<file path="config.mk">
export PLATFORM = sky130hd
export DESIGN_NAME = uart_ctrl
export DESIGN_NICKNAME = d
export VERILOG_FILES = /design/src/rtl/uart_ctrl.sv
export SDC_FILE = /design/constraint.sdc
export NUM_CORES = 1
export LEC_CHECK = 0
export ABC_AREA = 0
export CORE_AREA = 2 2 95 97
export CTS_BUF_LIST = sky130_fd_sc_hd__clkbuf_4 sky130_fd_sc_hd__clkbuf_8 sky130_fd_sc_hd__clkbuf_16
export DETAILED_ROUTE_END_ITERATION = 10
export DIE_AREA = 0 0 97 99
export DONT_BUFFER_PORTS = 1
export SLEW_MARGIN = 20
export SYNTH_ARGS = -nofsm -noshare
export SYNTH_HDL_FRONTEND = slang
export SYNTH_SLANG_ARGS = --single-unit
</file>
<file path="constraint.sdc">
create_clock -name sysclk -period 3.2 [get_ports sysclk]
set_input_delay 0.64 -clock sysclk [delete_from_list [all_inputs] [get_ports sysclk]]
set_output_delay 0.64 -clock sysclk [all_outputs]
set_load 0.005 [all_outputs]
</file>
<file path="src/rtl/uart_ctrl.sv">
// Bus-side UART controller: TX byte FIFO feeding a start/busy handshake FSM,
// a single-byte RX holding register, and three memory-mapped words (TXD/RXD/CON).
//
// state     | meaning
// ----------+-------------------------------------------------------------
// IDLE      | no frame in progress; launches the FIFO head when non-empty
// START     | tx_start high for one cycle, FIFO head popped at cycle end
// WAIT_BUSY | waiting for the TX core to raise tx_busy
// WAIT_DONE | frame shifting; completion (tx_done) flagged when busy drops
module uart_ctrl #(
    parameter logic [31:0] BASE_ADDR = 32'h40000018,
    parameter int          TX_DEPTH  = 4
) (
    input  logic        sysclk,
    input  logic        reset,
    input  logic        rd,
    input  logic        wr,
    input  logic [31:0] addr,
    input  logic [31:0] wdata,
    output logic [31:0] rdata,
    output logic        tx_start,
    output logic [7:0]  tx_data,
    input  logic        tx_busy,
    input  logic        rx_valid,
    input  logic [7:0]  rx_byte,
    output logic        irq
);

    localparam int PTR_W = $clog2(TX_DEPTH);
    localparam int CNT_W = PTR_W + 1;

    typedef enum logic [1:0] {
        IDLE      = 2'd0,
        START     = 2'd1,
        WAIT_BUSY = 2'd2,
        WAIT_DONE = 2'd3
    } state_t;

    state_t             state_q, state_d;
    logic [7:0]         fifo_q [TX_DEPTH];
    logic [7:0]         fifo_d [TX_DEPTH];
    logic [PTR_W-1:0]   wr_ptr_q, wr_ptr_d;
    logic [PTR_W-1:0]   rd_ptr_q, rd_ptr_d;
    logic [CNT_W-1:0]   cnt_q, cnt_d;
    logic               tx_start_q, tx_start_d;
    logic [7:0]         tx_data_q, tx_data_d;
    logic               tx_done_q, tx_done_d;
    logic               tx_ovr_q, tx_ovr_d;
    logic [7:0]         rx_buf_q, rx_buf_d;
    logic               rx_full_q, rx_full_d;
    logic               rx_ovr_q, rx_ovr_d;
    logic               tx_ie_q, tx_ie_d;
    logic               rx_ie_q, rx_ie_d;
    logic               irq_q, irq_d;

    logic txd_hit, rxd_hit, con_hit;
    logic wr_txd, wr_con, rd_rxd, rd_con;
    logic fifo_full, fifo_empty, pending;
    logic push_ok, pop, done_set;
    logic unused_wdata;

    assign txd_hit = (addr == BASE_ADDR);
    assign rxd_hit = (addr == BASE_ADDR + 32'd4);
    assign con_hit = (addr == BASE_ADDR + 32'd8);

    assign wr_txd = wr & txd_hit;
    assign wr_con = wr & con_hit;
    assign rd_rxd = rd & rxd_hit;
    assign rd_con = rd & con_hit;

    assign fifo_full  = (cnt_q == CNT_W'(TX_DEPTH));
    assign fifo_empty = (cnt_q == '0);
    assign pending    = ~fifo_empty | (state_q != IDLE);

    // The head slot is freed in START, so a push while full is accepted then.
    assign pop     = (state_q == START);
    assign push_ok = wr_txd & (~fifo_full | pop);

    assign unused_wdata = ^wdata[31:8];

    always_comb begin
        fifo_d = fifo_q;
        if (push_ok) begin
            fifo_d[wr_ptr_q] = wdata[7:0];
        end
        wr_ptr_d = wr_ptr_q + PTR_W'(push_ok);
        rd_ptr_d = rd_ptr_q + PTR_W'(pop);
        cnt_d    = cnt_q + CNT_W'(push_ok) - CNT_W'(pop);
    end

    always_comb begin
        state_d    = state_q;
        tx_start_d = 1'b0;
        tx_data_d  = tx_data_q;
        done_set   = 1'b0;
        case (state_q)
            IDLE: begin
                if (!fifo_empty) begin
                    state_d    = START;
                    tx_start_d = 1'b1;
                    tx_data_d  = fifo_q[rd_ptr_q];
                end
            end
            START: begin
                state_d = WAIT_BUSY;
            end
            WAIT_BUSY: begin
                if (tx_busy) begin
                    state_d = WAIT_DONE;
                end
            end
            WAIT_DONE: begin
                if (!tx_busy) begin
                    state_d  = IDLE;
                    done_set = 1'b1;
                end
            end
            default: begin
                state_d = IDLE;
            end
        endcase
    end

    // Sticky flags: a new event on the same edge as a clearing read is kept.
    always_comb begin
        tx_done_d = (tx_done_q & ~rd_con) | done_set;
        tx_ovr_d  = (tx_ovr_q & ~rd_con) | (wr_txd & fifo_full & ~pop);
        rx_buf_d  = rx_buf_q;
        rx_full_d = rx_full_q;
        rx_ovr_d  = rx_ovr_q & ~rd_con;
        if (rx_valid) begin
            rx_buf_d  = rx_byte;
            rx_full_d = 1'b1;
            if (rx_full_q && !rd_rxd) begin
                rx_ovr_d = 1'b1;
            end
        end else if (rd_rxd) begin
            rx_full_d = 1'b0;
        end
        tx_ie_d = wr_con ? wdata[0] : tx_ie_q;
        rx_ie_d = wr_con ? wdata[1] : rx_ie_q;
        irq_d   = (tx_ie_q & tx_done_q) | (rx_ie_q & rx_full_q);
    end

    always_comb begin
        rdata = 32'd0;
        if (rd_rxd) begin
            rdata = {24'd0, rx_buf_q};
        end else if (rd_con) begin
            rdata = {24'd0, rx_ovr_q, tx_ovr_q, pending, fifo_full,
                     rx_full_q, tx_done_q, rx_ie_q, tx_ie_q};
        end
    end

    always_ff @(posedge sysclk or negedge reset) begin
        if (!reset) begin
            state_q    <= IDLE;
            fifo_q     <= '{default: '0};
            wr_ptr_q   <= '0;
            rd_ptr_q   <= '0;
            cnt_q      <= '0;
            tx_start_q <= 1'b0;
            tx_data_q  <= 8'd0;
            tx_done_q  <= 1'b0;
            tx_ovr_q   <= 1'b0;
            rx_buf_q   <= 8'd0;
            rx_full_q  <= 1'b0;
            rx_ovr_q   <= 1'b0;
            tx_ie_q    <= 1'b0;
            rx_ie_q    <= 1'b0;
            irq_q      <= 1'b0;
        end else begin
            state_q    <= state_d;
            fifo_q     <= fifo_d;
            wr_ptr_q   <= wr_ptr_d;
            rd_ptr_q   <= rd_ptr_d;
            cnt_q      <= cnt_d;
            tx_start_q <= tx_start_d;
            tx_data_q  <= tx_data_d;
            tx_done_q  <= tx_done_d;
            tx_ovr_q   <= tx_ovr_d;
            rx_buf_q   <= rx_buf_d;
            rx_full_q  <= rx_full_d;
            rx_ovr_q   <= rx_ovr_d;
            tx_ie_q    <= tx_ie_d;
            rx_ie_q    <= rx_ie_d;
            irq_q      <= irq_d;
        end
    end

    assign tx_start = tx_start_q;
    assign tx_data  = tx_data_q;
    assign irq      = irq_q;

endmodule

</file>
Word-level counts from Yosys, hierarchy flattened

Index checks and enable logic that the tools add are counted.

Register bits after elaboration: 65
Logic and storage cells: 87

Add/sub/neg operators: 4
$lt $le $gt $ge: 3
Eq/ne operators: 10
Muxes and demuxes: 20
Bitwise operators: 23
Reduce and logical (&&, ||, !) cells: 9

Operator list:

| operator                                                                | number |
|---|---|
| 32-bit by 31-bit equality test with 1-bit output, second input constant | 3 |
| 8-bit 2-to-1 mux                                                        | 5 |
| 32-bit bitwise mux                                                      | 1 |
| 8-bit binary-select mux with 2-bit select                               | 1 |
| 8-bit demux with 2-bit select                                           | 1 |
| 1-bit AND                                                               | 12 |
| 1-bit 2-to-1 mux                                                        | 8 |
| 2-bit one-hot mux with 4 select lines                                   | 1 |
| 3-bit greater-or-equal comparator, second input constant                | 2 |
| 2-bit 2-to-1 mux                                                        | 3 |
| 2-bit != test, second input constant                                    | 3 |
| 2-bit NOT with 3-bit output                                             | 2 |
| 1-bit bitwise OR                                                        | 5 |
| 2-bit by 1-bit adder with 2-bit output                                  | 2 |
| 2-bit equality test, second input constant                              | 2 |
| 1-bit NOT                                                               | 4 |
| 2-bit nonzero test                                                      | 2 |
| 3-bit by 1-bit adder with 3-bit output                                  | 1 |
| 3-bit equality test, second input constant                              | 1 |
| 3-bit logical NOT                                                       | 1 |
| 3-bit by 1-bit < comparator with 1-bit output, second input constant    | 1 |
| 3-bit AND reduction                                                     | 1 |
| 3-bit by 1-bit subtractor with 3-bit output                             | 1 |
| 2-bit by 1-bit equality test with 1-bit output, second input constant   | 1 |
| other kinds (4)                                                         | 5 |

Logic depth before layout (Yosys ltp)

Word-level depth: 6
Depth in mapped cells: 12

Least setup slack after synthesis

Ideal clock, no wire load.

Kind: in2reg
Start: input addr[9]
End: register cnt_q[2]
Setup time: 0.126 ns
Data arrival time: 2.472 ns
Required time: 3.074 ns
Slack: 0.602 ns
Stages: 9
Cells stage by stage: nor4_2 > nand4_4 > nor3_1 > a21o_1 > ha_1 > inv_1 > fa_1 > xnor2_1 > xnor2_1

Longest elaborated chain between the ends: 5

RTL lines:

| element                                          | line | source |
|---|---|---|
| start: declaration                               | 18   | `input logic [31:0] addr,` |
| 32-bit by 31-bit equality test with 1-bit output | 62   | `assign txd_hit = (addr == BASE_ADDR);` |
| 1-bit AND                                        | 66   | `assign wr_txd = wr & txd_hit;` |
| 1-bit AND                                        | 77   | `assign push_ok = wr_txd & (~fifo_full \| pop);` |
| 3-bit by 1-bit adder with 3-bit output           | 88   | `cnt_d = cnt_q + CNT_W'(push_ok) - CNT_W'(pop);` |
| 3-bit by 1-bit subtractor with 3-bit output      | 88   |  |
| net cnt_d[2]                                     | 44   | `logic [CNT_W-1:0] cnt_q, cnt_d;` |
| end signal: assignment                           | 177  | `cnt_q <= cnt_d;` |
| end: declaration                                 | 44   |  |

The timed path passes the listed nets, and every way through them passes these cells.
A chain may end at the register's enable or synchronous reset.

Worst setup path in the final report

Start: register state_q[1]
End: register cnt_q[2]

Longest elaborated chain between the ends: 5

RTL lines:

| element                                          | line | source |
|---|---|---|
| start: declaration                               | 39   | `state_t state_q, state_d;` |
| start signal: assignment                         | 173  | `state_q <= state_d;` |
| 2-bit by 1-bit equality test with 1-bit output * | 76   | `assign pop = (state_q == START);` |
| 1-bit bitwise OR                                 | 77   |  |
| 1-bit AND                                        | 77   |  |
| 3-bit by 1-bit adder with 3-bit output           | 88   |  |
| 3-bit by 1-bit subtractor with 3-bit output *    | 88   |  |
| net cnt_d[2]                                     | 44   |  |

The timed path passes the listed nets; every way through them passes the cells marked *.

==> summary.md <==
| Metric | Value |
|---|---|
| Xor/xnor share of the synthesized area | 1.04% |
| Wirelength, routed | 5820 µm |
| Post-route ant nets | 0 |
| Vias in the first global route | ~1.9k |
| Top cells by count, synth | dfrtp_1, mux2_2, buf_4 |
| Status | completed |
| Post-synthesis compound-gate area fraction | 4.39% |
| Share of the synthesized area in the top cell type | a little under 50% |
| Vias per cell | just over 5 |
| Largest net degree at the start of global routing | between 60 and 70 |
| Core area | roughly 8600 µm² |
| EDFF count, synth | 0 |
| Worst slew pin tran | around 0.60 ns |
| GRT Total Usage | approximately an eighth |
| Unique masters post-synth | between 40 and 50 |
| Slew HR | roughly three fifths |
| Worst Hold Class | input port to async pin |
| Synth area leader | dfrtp_1 |
| Post-synthesis mux area share | about a quarter |
| Count leader, synth | dfrtp_1 |
| Yosys warning total | 0 |
| Combinational power share | 9.4% |
| Seq/Total Area, Yosys | 48.4% |
| H-Tree Level Count | 3 |
| Die X-Extent | between 90 and 100 µm |
| #FFs+latches synth | between 60 and 70 |
| Net Sw Frac | approximately 23% |
| Die Y-Extent | between 90 and 100 µm |
| CTS max path bufs | 2 |
| Inserted Diodes | 0 |
| Power Dens Cells | between 500 and 600 nW/µm² |
| CP Class | flip-flop to flip-flop |
| Max stage delay on crit path | about 0.7 ns |
| Final Critical Period | between 2 and 3 ns |
| Pleak | approximately 1.8 nW |
| Post-Synth Adder-Cell Area | 3.58% |
| Clock latency at the later pin of the worst-skew pair | ~0.34 ns |
| Total Neg Setup Slack | 0 ns |
| Wire per inst | around 16 µm |
| CTS Buf Count | 9 |
| # IOs | 120 |
| Worst slack, placed | between 0.5 and 0.6 ns |
| Cell family with most CP delay | simple AND/OR/NAND/NOR gates |
| Drt pass-1 iters | 4 |
| Syn-to-layout area delta | 9.46% |
| DR vias | ~1.8k |
| First-pass GRT wire length | ~9700 µm |
| Final setup vio count | 0 |
| Global placement routability congestion | a little under 0.7 |
| Worst path bufs/invs | 2 |
| Final Hold Fails | 0 |
| WP data required | between 3 and 4 ns |
| Slowest CP cell | or4b_2 |
| Mapped Cells | around 240 |
| Fmax | 397 MHz |
| Layout cells sized above 1 | 38.4% |
| # port buffers | 0 |
| Synth area leaders | dfrtp_1, mux2_2, buf_4 |
| Fin crit share | between 70 and 80% |
| Unrepaired setup endpoints after global routing | false |
| Die area | 9600 µm² |
| MaxCap Viol Count | 0 |
| Fin. max-slew vios | 0 |
| Final WS setup | between 0.6 and 0.7 ns |
| Pint | roughly 1.5 mW |
| Peak supply drop | ~0.00021 V |
| P_sw | between 0.4 and 0.5 mW |
| Post-synth top flop | dfrtp_1 |
| Fin nets | ~330 |
| FFs w/ async S/R, synth | between 90% and 100% |
| Worst setup SP type | flip-flop |
| Worst Setup End Kind | flip-flop |
| Reg clk slew, reported paths | roughly 0.07 ns |
| CP Max Fanout | 6 |
| Syn Std Cell Area | ~3400 µm² |
| CTS tree | done |
| Sequential Power Share | a little under half |
| CTS Root Cell | clkbuf_8 |
| Clock sink total | 65 |
| 1st-iter DRT viols | 65 |
| Worst clock skew | 0.00569 ns |
| Starting Density | approximately 40% |
| Antenna violations before repair | 0 |
| DPL Wire Length | approximately 4000 µm |
| Post-route DRC | 0 |
| Row cnt | 34 |
| Ordered list of cells on the worst path | inv_1, ha_1, or4b_2, nand2_1, nor3_1, a21o_1, ha_1, inv_1, fa_1, xnor2_1, xnor2_1 |
| Critical Path AT | roughly 2.8 ns |
| Syn Area/Cell | between 10 and 15 µm² |
| Total grt overflow | 0 |
| Clk pwr share | approximately 45% |
| Main combinational cell family by area after synthesis | multiplexers |
| Post-CTS setup repair buffer count | 0 |
| Simple-gate portion of the synthesized area | a little under an eighth |
-- registers in the layout, summed over array words and instances (netlist names), 2 cells and up --
register and count:
rx_buf_q 8, rd_ptr_q 2, cnt_q 3, state_q 2, fifo_q 32, wr_ptr_q 2, tx_data 8
-- power by group through the flow --
stage | registers, mW | logic, mW | clock network [mW]
2_1_floorplan | 0.876 | 0.182 | 0
5_1_grt | 0.888 | 0.203 | 0.916
3_3_place_gp | 0.899 | 0.163 | 0
3_5_place_dp | 0.900 | 0.167 | 0
6_report | 0.881 | 0.181 | 0.852
4_1_cts | 0.884 | 0.187 | 0.880
-- cells in the final DEF, fill, tap and decap left out, drive strengths merged --
cell | netlist | routed
or4 | 1 | 1
a22o | 9 | 9
or4b | 1 | 1
mux2 | 51 | 51
ha | 8 | 8
o21ai | 1 | 1
nand4b | 2 | 2
nand2 | 4 | 4
dfrtp | 65 | 65
a21oi | 1 | 1
o2bb2ai | 1 | 1
clkinv | 0 | 2
inv | 13 | 13
nor2b | 1 | 1
fa | 1 | 1
conb | 1 | 24
nor4b | 3 | 3
nand2b | 2 | 2
bufinv | 0 | 3
nor2 | 2 | 2
o31a | 1 | 1
a32o | 1 | 1
buf | 25 | 5
o22ai | 1 | 1
nor3 | 8 | 8
nand3 | 2 | 2
xor2 | 2 | 2
mux4 | 8 | 8
xnor2 | 2 | 2
a21o | 1 | 1
nor4 | 6 | 6
o21bai | 1 | 1
clkbuf | 5 | 11
o32a | 1 | 1
and3b | 1 | 1
nand4 | 4 | 4
-- per-stage QoR --
stage / utilization, % / total power [mW] / cell area (µm²) / instances / hold slack [ns]
after CTS: 43.0 / 1.95 / 3680 / 358 / 0.170
after global placement: 39.8 / 1.06 / 3410 / 341 / 0.346
final: 43.0 / 1.91 / 3680 / 358 / 0.181
after global routing: 43.0 / 2.01 / 3680 / 358 / 0.185
after floorplan: - / 1.06 / 3450 / 259 / 0.344
after detailed placement: 39.8 / 1.07 / 3410 / 341 / 0.345
-- per-layer routing --
| layer | track usage [%] | part of all wire, % |
|---|---|---|
| met2 | 21.0 | 49 |
| met3 | 4.40 | 7.7 |
| met4 | 6.50 | 1.9 |
| met1 | 15.6 | 42 |
| met5 | 0 | 0 |
-- timing repair --
| action | in CTS | in global routing |
|---|---|---|
| hold buffers | 1 | 0 |
| gates resized for setup | 0 | 0 |
| endpoints found under the setup margin | 0 | 0 |
| hold endpoints to repair | 65 | 0 |
-- kinds of logic after synthesis --
logic type / Yosys count
adders and majority gates: 9
other: 1
DFF: 65
xor gates and xnor gates: 4
muxes: 59
buffers and inverters: 43
and+or+nand+nor: 37
AOI/OAI and AO/OA: 18
-- final cells by class --
class,count,area (µm²)
sequential,65,1630
clock buffer,11,139
fill,768,4870
timing repair buffer,5,57.6
multi-input combinational,151,1570
inverter,13,48.8
clock inverter,5,104
tap,108,135
-- path summary, 6_finish.rpt --
kind	startpoint	endpoint	slack, ns	cells after the start
worst max-delay path	state_q[1]	cnt_q[2]	0.68	11
worst min-delay path	reset	state_q[0]	0.18	1
worst max register to register	state_q[1]	cnt_q[2]	0.68	11
worst min register to register	fifo_q[10]	fifo_q[10]	0.51	1
max in group asynchronous	reset	fifo_q[26]	2.76	1
min in group sysclk	rx_valid	rx_full_q	0.42	1
No activity file was read; power rests on OpenSTA's default activity.
